## config.mk

```make
export PLATFORM = sky130hd
export DESIGN_NAME = oam_dma_m
export DESIGN_NICKNAME = d
export VERILOG_FILES = /design/src/rtl/oam_dma_m.sv
export SDC_FILE = /design/constraint.sdc
export NUM_CORES = 1
export LEC_CHECK = 0
export CAP_MARGIN = 20
export CORE_MARGIN = 2
export CORE_UTILIZATION = 35
export CTS_BUF_LIST = sky130_fd_sc_hd__clkbuf_8
export DETAILED_ROUTE_END_ITERATION = 16
export GPL_TIMING_DRIVEN = 0
export SYNTH_ARGS = -nofsm -noshare
export SYNTH_HDL_FRONTEND = slang
export SYNTH_SLANG_ARGS = --single-unit
```

## constraint.sdc

```tcl
create_clock -name clk -period 1.7 [get_ports clk]
set_input_delay 0.34 -clock clk [delete_from_list [all_inputs] [get_ports clk]]
set_output_delay 0.34 -clock clk [all_outputs]
set_load 0.05 [all_outputs]
```

## src/rtl/oam_dma_m.sv

```systemverilog
// OAM DMA engine: a write to 0xFF46 copies XFER_LEN bytes from 0xXX00 into OAM at 0xFE00
// via read-then-write bus cycles; the bus address parks at 0xFFFF while idle.
module oam_dma_m #(
    parameter int READ_LATENCY = 1,   // >= 1
    parameter int XFER_LEN     = 160,
    parameter int START_DELAY  = 1    // >= 1
) (
    input  logic        clk,
    input  logic        rst,
    // register port driven by the MMU
    input  logic [15:0] mmio_dma_addr_select,
    input  logic [7:0]  mmio_dma_write_value,
    input  logic        mmio_dma_write_enable,
    output logic [7:0]  mmio_dma_read_out,
    // bus master port into the MMU
    output logic [15:0] dma_req_addr_select,
    output logic [7:0]  dma_req_write_value,
    output logic        dma_req_write_enable,
    input  logic [7:0]  dma_req_read_out,
    output logic        busy
);

    typedef enum logic [1:0] {IDLE, START, READ, WRITE} state_t;

    localparam logic [8:0]  XFER_END   = 9'(XFER_LEN);
    localparam logic [7:0]  START_LAST = 8'(START_DELAY - 1);
    localparam logic [7:0]  READ_LAST  = 8'(READ_LATENCY);
    localparam logic [15:0] PARK_ADDR  = 16'hFFFF;

    state_t      state_reg;
    logic [7:0]  src_hi_reg;
    logic [7:0]  dma_reg;
    logic [7:0]  count_reg;
    logic [7:0]  wait_cnt_reg;
    logic        strobe_prev_reg;

    logic        strobe;
    logic        trigger;
    logic [7:0]  src_fold;
    logic [8:0]  count_inc;
    logic [15:0] dest_addr;

    // A held strobe is one register write: only its first cycle triggers.
    assign strobe    = mmio_dma_write_enable && (mmio_dma_addr_select == 16'hFF46);
    assign trigger   = strobe && !strobe_prev_reg;
    // E0-FF fold onto the WRAM echo so the source is always real memory.
    assign src_fold  = (mmio_dma_write_value > 8'hDF) ? (mmio_dma_write_value - 8'h20)
                                                      : mmio_dma_write_value;
    assign count_inc = {1'b0, count_reg} + 9'd1;
    assign dest_addr = 16'hFE00 + {8'h00, count_reg};

    assign mmio_dma_read_out = dma_reg;

    always_ff @(posedge clk or negedge rst) begin
        if (!rst) begin
            state_reg            <= IDLE;
            src_hi_reg           <= 8'h00;
            dma_reg              <= 8'h00;
            count_reg            <= 8'h00;
            wait_cnt_reg         <= 8'h00;
            strobe_prev_reg      <= 1'b0;
            dma_req_addr_select  <= PARK_ADDR;
            dma_req_write_value  <= 8'h00;
            dma_req_write_enable <= 1'b0;
            busy                 <= 1'b0;
        end else begin
            strobe_prev_reg      <= strobe;
            dma_req_write_value  <= 8'h00;
            dma_req_write_enable <= 1'b0;
            if (trigger) begin
                // A new trigger pre-empts whatever is in flight, including a pending write.
                dma_reg             <= mmio_dma_write_value;
                src_hi_reg          <= src_fold;
                count_reg           <= 8'h00;
                wait_cnt_reg        <= 8'h00;
                state_reg           <= START;
                dma_req_addr_select <= PARK_ADDR;
                busy                <= 1'b1;
            end else begin
                case (state_reg)
                    IDLE: begin
                        dma_req_addr_select <= PARK_ADDR;
                        busy                <= 1'b0;
                    end
                    START: begin
                        if (wait_cnt_reg == START_LAST) begin
                            wait_cnt_reg        <= 8'h00;
                            state_reg           <= READ;
                            dma_req_addr_select <= {src_hi_reg, count_reg};
                        end else begin
                            wait_cnt_reg <= wait_cnt_reg + 8'd1;
                        end
                    end
                    READ: begin
                        // The address stays put because the MMU routes read data by it.
                        if (wait_cnt_reg == READ_LAST) begin
                            wait_cnt_reg         <= 8'h00;
                            state_reg            <= WRITE;
                            dma_req_addr_select  <= dest_addr;
                            dma_req_write_value  <= dma_req_read_out;
                            dma_req_write_enable <= 1'b1;
                        end else begin
                            wait_cnt_reg <= wait_cnt_reg + 8'd1;
                        end
                    end
                    WRITE: begin
                        if (count_inc == XFER_END) begin
                            state_reg           <= IDLE;
                            dma_req_addr_select <= PARK_ADDR;
                            busy                <= 1'b0;
                        end else begin
                            count_reg           <= count_inc[7:0];
                            state_reg           <= READ;
                            dma_req_addr_select <= {src_hi_reg, count_inc[7:0]};
                        end
                    end
                    default: begin
                        state_reg           <= IDLE;
                        dma_req_addr_select <= PARK_ADDR;
                        busy                <= 1'b0;
                    end
                endcase
            end
        end
    end

endmodule

```

# Word level (Yosys, flattened, before mapping)
# Cells that the tools add are included.
# classes
order_cmp,1
reduce_logical,13
n_addsub,4
eq_ne,10
n_mux,27
# ops
operator,n
$mux W8,10
$mux W16,4
$pmux W16 S4,1
$eq A16 B16 Y1 const B,1
$pmux W8 S2,1
$add A10 B9 Y11 const A,1
$add A8 B1 Y9 const B,1
$eq A9 B8 Y1 const B,1
$ne A3 B3 Y1 const B,3
$add A8 B1 Y8 const B,1
$eq A8 B1 Y1 const B,1
$gt A8 B8 Y1 const B,1
$logic_not A8 Y1,1
$mux W2,4
$sub A8 B6 Y8 const B,1
$pmux W2 S3,1
$reduce_and A2 Y1,3
$reduce_bool A3 Y1,2
$mux W1,5
$eq A2 B2 Y1 const B,2
$reduce_bool A4 Y1,1
$reduce_and A3 Y1,1
$eq A2 B1 Y1 const B,1
$logic_and A1 B1 Y1,2
5 further kinds,5
# totals
out_inout_bits,34
word_cells,65
reg_bits,61
inputBits,35

# Longest topological paths before layout
# Gate-level depths: netlist of run 1.
# depth
ltp_word,5
depth_mapped,7
depth_no_buf,6

# Worst setup path after synthesis of run 1
# Ideal clock, no wire load.
# synth_timing
kind,reg2reg
startpoint,register count_reg[0]
endpoint,register dma_req_addr_select[3]
arrival_time_ps,1780
period_less_slack_ps,1859
setup_ps,79
stages_incl_launch_ff,7
setup_slack_ps,-159
n_path_buf,0
required_time_ps,1621
cell_sequence,dfrtp_1 > ha_1 > nand4b_1 > or3b_2 > a21oi_1 > o32ai_1 > o21ai_0
# synth_between
elab_chain_len,5
word_cells_on_any_way,7
classes_between,add/sub: 2; eq/ne: 1; mux: 4
# synth_rtl
item,line_no,rtl
"start, declared",33,logic [7:0] count_reg;
"start signal, assigned",112,count_reg <= count_inc[7:0];
$add A8 B1 Y9,49,"assign count_inc = {1'b0, count_reg} + 9'd1;"
$eq A9 B8 Y1,107,if (count_inc == XFER_END) begin
$mux W16,107,
$pmux W16 S4 (*),80,case (state_reg)
$mux W16 (*),70,if (trigger) begin
"end signal, assigned",89,"dma_req_addr_select <= {src_hi_reg, count_reg};"
"end signal, assigned",99,dma_req_addr_select <= dest_addr;
"end signal, assigned",114,"dma_req_addr_select <= {src_hi_reg, count_inc[7:0]};"
"end, declared",16,"output logic [15:0] dma_req_addr_select,"
# Every way passes the cells marked *; elsewhere a longest branch is shown, timed or not. The select of a mux whose other input is x is not followed.
# A chain may end at the register's enable or synchronous reset.

# Worst setup path in the final report of run 1
# layout_timing
startpoint,register wait_cnt_reg[5]
endpoint,register dma_req_addr_select[0]
# layout_between
elab_chain_len,3
word_cells_on_any_way,5
classes_between,eq/ne: 3; reduce/logical: 2
# layout_rtl
item,line_no,rtl
"start, declared",34,logic [7:0] wait_cnt_reg;
"start signal, assigned",91,wait_cnt_reg <= wait_cnt_reg + 8'd1;
"start signal, assigned",103,wait_cnt_reg <= wait_cnt_reg + 8'd1;
$eq A8 B1 Y1 or $logic_not A8 Y1 (tied branches),"96, 86",
$ne A3 B3 Y1 (no source line),n/a,
$reduce_and A2 Y1 (no source line) (*),n/a,
# Every way passes the cells marked *; elsewhere a longest branch is shown, timed or not.

==> out/qor.csv, run 1 <==
metric,value,unit
"Distinct cells, synth",54,
GR peak layer,met2,
worst vdd ir,0.3355,mV
grt total ovfl,0,
setup TNS,-1.573,ns
"area leader, netlist",dfrtp_1,
DRT antenna net count,0,
Worst EP arrival,2.05,ns
global-route met2 utilization,31.85,%
setup skew after layout,0.01208,ns
final hold vios,0,
"Reg clk slew, reported paths",0.11,ns
CTS Buf Count,5,
CTS Root Cell,clkbuf_8,
placed standard-cell area,0.003691,mm^2
outcome,"finished, violations left",
Yosys reg bits,56,
reg2reg start,wait_cnt_reg[5],
"commonest non-fill, non-tap cell in the layout",nand2_1,
final instance area,0.004394,mm^2
Boundary Pins,69,
DRT Wirelength,8423,um
NumNets Final,454,
row count,32,
number of diodes,0,
most flop-heavy register,dma_req_addr_select,
fill count,695,
DR vias/cell,5.257,
mux cell area share after synthesis,1.506,%
CP Launch Point,wait_cnt_reg[5],
number of flip-flops in the largest register,16,
Mapped Cells,296,
Initial DRC Count,126,
TritonCTS clock tree,built,
gpl congestion,0.7974,
Setup-failing EPs final,29,
vias in the first global route,2765,
drt pass-1 iters,4,
Die X,93.85,um
Total Power,3.746,mW
drt wl/cell,16.29,um
leakage power,1.922,nW
max-cap violations,0,
Die Ht,93.85,um
post-synthesis sequential area ratio,50.31,%
ys async rst share,100.0,%
RSZ-0062 raised after global routing,yes,
synth warn,0,
Num Clock Sinks,56,
"Core Util, Final",56.57,%
first-pass GRT wire length,12970,um
failing checks,setup timing,
P per Cell Area,852.5,mW/mm^2
Synth Area in Adders,2.214,%
initial antenna violation count,0,
syn avg cell area,9.545,um^2
Tcrit/Tclk final,106.6,%
Vias,2718,
Hold Path Class,in2async,
Max Slew Vio Count,0,
met3 GRT Util,2.648,%
Worst-Margin Slew,0.6486,ns
Max Freq,551.7,MHz
Synth Flop Type,dfrtp_1,
area of the mapped netlist,0.002825,mm^2
largest family of logic cells by synthesized area,simple AND/OR/NAND/NOR gates,
Max clock buf depth,2,
minimum clock period,1.813,ns
Reg area,0.001431,mm^2
H-Tree Depth,2,
core area,0.007767,mm^2
Post-Synth Simple-Gate Area,24.09,%
hold_buf cts,0,
post-synth top area share,35.43,%
Buffers on Ports,68,
XOR/XNOR Fraction of Synth Area,1.550,%
Post-route DRC,0,
aggregate global-route resource usage,18.78,%
most frequent cells in the layout,"nand2_1, buf_4, dfrtp_1, nor2_1",
"top cells by area, synth","dfrtp_1, dfstp_2, nand2_1, nor2_1, a21oi_1",
WS Path Type,reg2reg,
kind of end point of the critical path,flip-flop,
"Max FO, Critical Path",6,
final worst slack,-0.1127,ns
pre-CTS setup slack,-0.9565,ns
relative slew slack,56.76,%
layout cells sized above 1,42.89,%
largest net degree at the start of global routing,31,
Area Overhead vs Synth,55.54,%
Post-DP HPWL,5169,um
Starting Density,36.37,%
CP startpoint kind,flip-flop,
"Req. time, crit path",1.94,ns
met1 Track Usage GR,24.27,%
"Net Count, Synth",336,
Multi-input gate area,0.001539,mm^2
Compound-Gate Fraction of Synth Area,14.88,%
Post-synth EDFFs,0,
DIE AREA,0.008807,mm^2
worst skew pair latency,0.31,ns
-- where the power goes --
part	internal, mW	leakage (nW)	switching, mW	total (mW)
registers	1.58	0.675	0.181	1.77
clock network	0.284	0.0453	0.434	0.717
logic	0.525	1.20	0.738	1.26
total	2.39	1.92	1.35	3.75
-- worst max-delay path: stages, from the launching register on --
cell	delay [ns]
dfrtp_2	0.45
nor4_4	0.35
a311o_1	0.33
nand2_4	0.14
buf_12	0.16
a211oi_2	0.23
o21ai_1	0.08
-- stage by stage --
stage / cells / hold slack [ns]
global route: 517 / 0.07006
CTS: 503 / 0.05482
floorplan: 296 / 0.04441
global placement: 466 / 0.4600
detailed placement: 467 / 0.4001
finish: 517 / 0.03670
-- kinds of logic after synthesis --
| group | count (synthesis) |
|---|---|
| AO/OA/AOI/OAI | 64 |
| multiplexers | 4 |
| buffers and inverters | 28 |
| XOR/XNOR | 5 |
| AND/OR/NAND/NOR | 134 |
| flip-flops | 56 |
| adder cells (fa/ha/maj) | 5 |
-- synthesized netlist by cell type (all sizes together), types with 2 or more instances --
library cell and instances:
clkbuf 3, inv 10, nor3 14, ha 5, a311o 2, o31ai 3, o211ai 5, a211oi 2
nand2 44, o21a 2, a221oi 2, mux2 2, or3b 3, dfrtp 40, o22ai 2, nand3b 3
nor2 26, nand3 13, or4 5, mux2i 2, o21ai 20, dfstp 16, xor2 5, a21oi 17
and2 12, nor4 3, and3 6, buf 15
-- layout make-up --
cell class              count  area share (%)
multi-input cells         213           35.02
flip-flops and latches     56           32.57
repair buffers            113           22.84
plain buffers              15           3.787
well taps                 102           2.904
clock buffers               5           1.566
inverters                  10          0.9396
clock inverters             3          0.3702
-- per-layer routing --
metal	part of all wire [%]	wire length (um)	vias up
li1	-	-	1280
met1	40	3387	1341
met2	52	4387	81
met3	5.1	430	16
met4	2.6	218	0
met5	0	0	-
-- worst paths after layout --
path | slack (ns) | to | cells past startpoint
max reg2reg | -0.11 | dma_req_addr_select[0] | 6
max in group asynchronous | 1.00 | dma_req_addr_select[1] | 2
min in group clk | 0.29 | strobe_prev_reg | 3
min | 0.04 | src_hi_reg[7] | 1
max | -0.11 | dma_req_addr_select[0] | 6
min reg2reg | 0.48 | mmio_dma_read_out[7] | 2
-- what timing repair did --
action                     CTS  global route
cloned                       5             2
pin swaps                   22            41
gates resized for setup    145            78
setup buffers               26            14
setup endpoints to repair   89            65
hold endpoints to repair     0             0
(Power assumes the default switching activity.)
==> inputs of run 2 (changes only) <==
Settings changed: CTS_CLUSTER_DIAMETER from default to 40.
==> results of run 2 <==
Final layout, timing and power as in run 1 (identical DEF).
==> inputs of run 3 (changes only) <==
Settings changed: GPL_TIMING_DRIVEN 0 to default.
==> run 3 against run 2 <==
The flow still finishes with violations (setup timing). Global-route usage grew 1.3 points. Sequential power about the same. Worst setup slack worse by 0.060 ns. Sequential cell count stayed put. Highest routed layer unchanged.
==> out/qor.csv, run 3 (same netlist as run 1, synthesis figures left out) <==
metric,value,unit
Post-route DRC,0,
worst vdd ir,0.6018,mV
Worst-Margin Slew,0.3441,ns
"Core Util, Final",60.70,%
placed standard-cell area,0.004051,mm^2
number of flip-flops in the largest register,16,
Buffers on Ports,68,
most frequent cells in the layout,"buf_4, nand2_1, dfrtp_1, buf_12, buf_6",
CP startpoint kind,flip-flop,
Max clock buf depth,2,
core area,0.007767,mm^2
slowest CP cell,dfrtp_1,
kind of end point of the critical path,flip-flop,
P per Cell Area,894.8,mW/mm^2
CP cell instances,nor4_4 > a311o_1 > buf_4 > and2_4 > buf_6 > mux2i_1 > o211ai_1,
Post-DP HPWL,5420,um
failing checks,setup timing,
layout cells sized above 1,47.17,%
Starting Density,36.37,%
largest net degree at the start of global routing,57,
hold_buf cts,0,
DIE AREA,0.008807,mm^2
final worst slack,-0.1730,ns
"Max FO, Critical Path",3,
max-cap violations,0,
setup TNS,-2.360,ns
most flop-heavy register,dma_req_addr_select,
Worst EP arrival,2.12,ns
setup skew after layout,0.004946,ns
gpl congestion,0.8367,
"commonest non-fill, non-tap cell in the layout",buf_4,
minimum clock period,1.873,ns
DP Cell Count,495,
leakage power,2.056,nW
relative slew slack,77.06,%
vias in the first global route,2809,
worst skew pair latency,0.31,ns
final hold vios,0,
drt wl/cell,16.13,um
DRT antenna net count,0,
Total Power,4.218,mW
Area Overhead vs Synth,66.87,%
Boundary Pins,69,
Crit path largest cell delay,0.42,ns
Die X,93.85,um
Max Slew Vio Count,0,
RSZ-0062 raised after global routing,yes,
DR vias/cell,5.228,
H-Tree Depth,2,
Hold Path Class,in2async,
row count,32,
Finished Layout Cells,526,
Initial DRC Count,162,
TritonCTS clock tree,built,
Setup-failing EPs final,30,
"Req. time, crit path",1.94,ns
outcome,"finished, violations left",
Die Ht,93.85,um
DRT Wirelength,8487,um
fill count,667,
Max Freq,533.9,MHz
final instance area,0.004715,mm^2
aggregate global-route resource usage,20.03,%
CTS Root Cell,clkbuf_8,
"Reg clk slew, reported paths",0.10,ns
initial antenna violation count,0,
Tcrit/Tclk final,110.2,%
number of diodes,0,
first-pass GRT wire length,13900,um
drt pass-1 iters,4,
WS Path Type,reg2reg,
grt total ovfl,0,
CTS Buf Count,5,
Vias,2750,
Num Clock Sinks,56,
NumNets Final,463,
## run 3: cell count changes in the layout (fill, tap and decap cells not counted), moves of 5 or more
cell             previous run  this run
buf_12                      3        24
buf_4                      34        59
clkbuf_2                   16         6
clkdlybuf4s15_1             9         2
clkdlybuf4s15_2             7         0
dfrtp_1                    32        40
dfrtp_2                     8         0
dlygate4sd2_1              18         5
nor3_2                      8         3
nor3_4                      1         6
o21ai_1                    16         9
o21ai_2                     0         5
## run 3: layer usage
| metal | part of all wire [%] | up-vias | global-route usage [%] |
|---|---|---|---|
| met1 | 42 | 1378 | 25.66 |
| met5 | 0 | - | 0 |
| met3 | 2.1 | 19 | 2.247 |
| met2 | 53 | 54 | 36.01 |
| met4 | 2.0 | 0 | 4.952 |
| li1 | - | 1299 | - |
## run 3: area by class of cell
class / count / area [um^2] / area share, %
Inverter: 10 / 40.04 / 0.8493
Clock inverter: 1 / 3.754 / 0.07962
Multi-Input combinational cell: 215 / 1579 / 33.49
Tap cell: 102 / 127.6 / 2.707
Clock buffer: 7 / 96.34 / 2.044
Timing Repair Buffer: 135 / 1446 / 30.68
Sequential cell: 56 / 1421 / 30.15
## run 3: worst max-delay path: cells and delay by family (launching register included)
kind                   cells  cell delay, ns
DFF                        1            0.42
buffers and inverters      2            0.25
AOI/OAI and AO/OA          2            0.40
muxes                      1            0.17
and+or+nand+nor            2            0.55
## run 3: worst paths after layout
check	depth (start not counted)	slack, ns	start	endpoint
min in group clk	3	0.28	mmio_dma_addr_select[5]	strobe_prev_reg
min	2	0.007	rst	mmio_dma_read_out[5]
max reg2reg	7	-0.17	wait_cnt_reg[4]	dma_req_addr_select[6]
max in group asynchronous	2	1.38	rst	dma_req_addr_select[0]
max	7	-0.17	wait_cnt_reg[4]	dma_req_addr_select[6]
min reg2reg	1	0.50	busy	busy
## run 3: repair_timing
action | CTS | global route
buffers inserted | 13 | 7
setup endpoints to repair | 55 | 53
cloned | 4 | 0
resized for setup | 81 | 64
pin swaps | 49 | 37
## run 3: where the power goes
group / internal, mW / switching, mW / leakage (nW)
clock network: 0.367 / 0.430 / 0.0557
logic: 0.835 / 0.789 / 1.32
registers: 1.58 / 0.214 / 0.685
total: 2.79 / 1.43 / 2.06
## run 3: metrics by stage
| step | hold slack (ns) | worst slack [ns] |
|---|---|---|
| after floorplan | 0.04441 | -0.1260 |
| after global placement | 0.3601 | -0.6289 |
| after detailed placement | 0.3662 | -0.6647 |
| after CTS | 0.01966 | -0.06332 |
| after global routing | 0.03833 | -0.2415 |
| final | 0.007425 | -0.1730 |
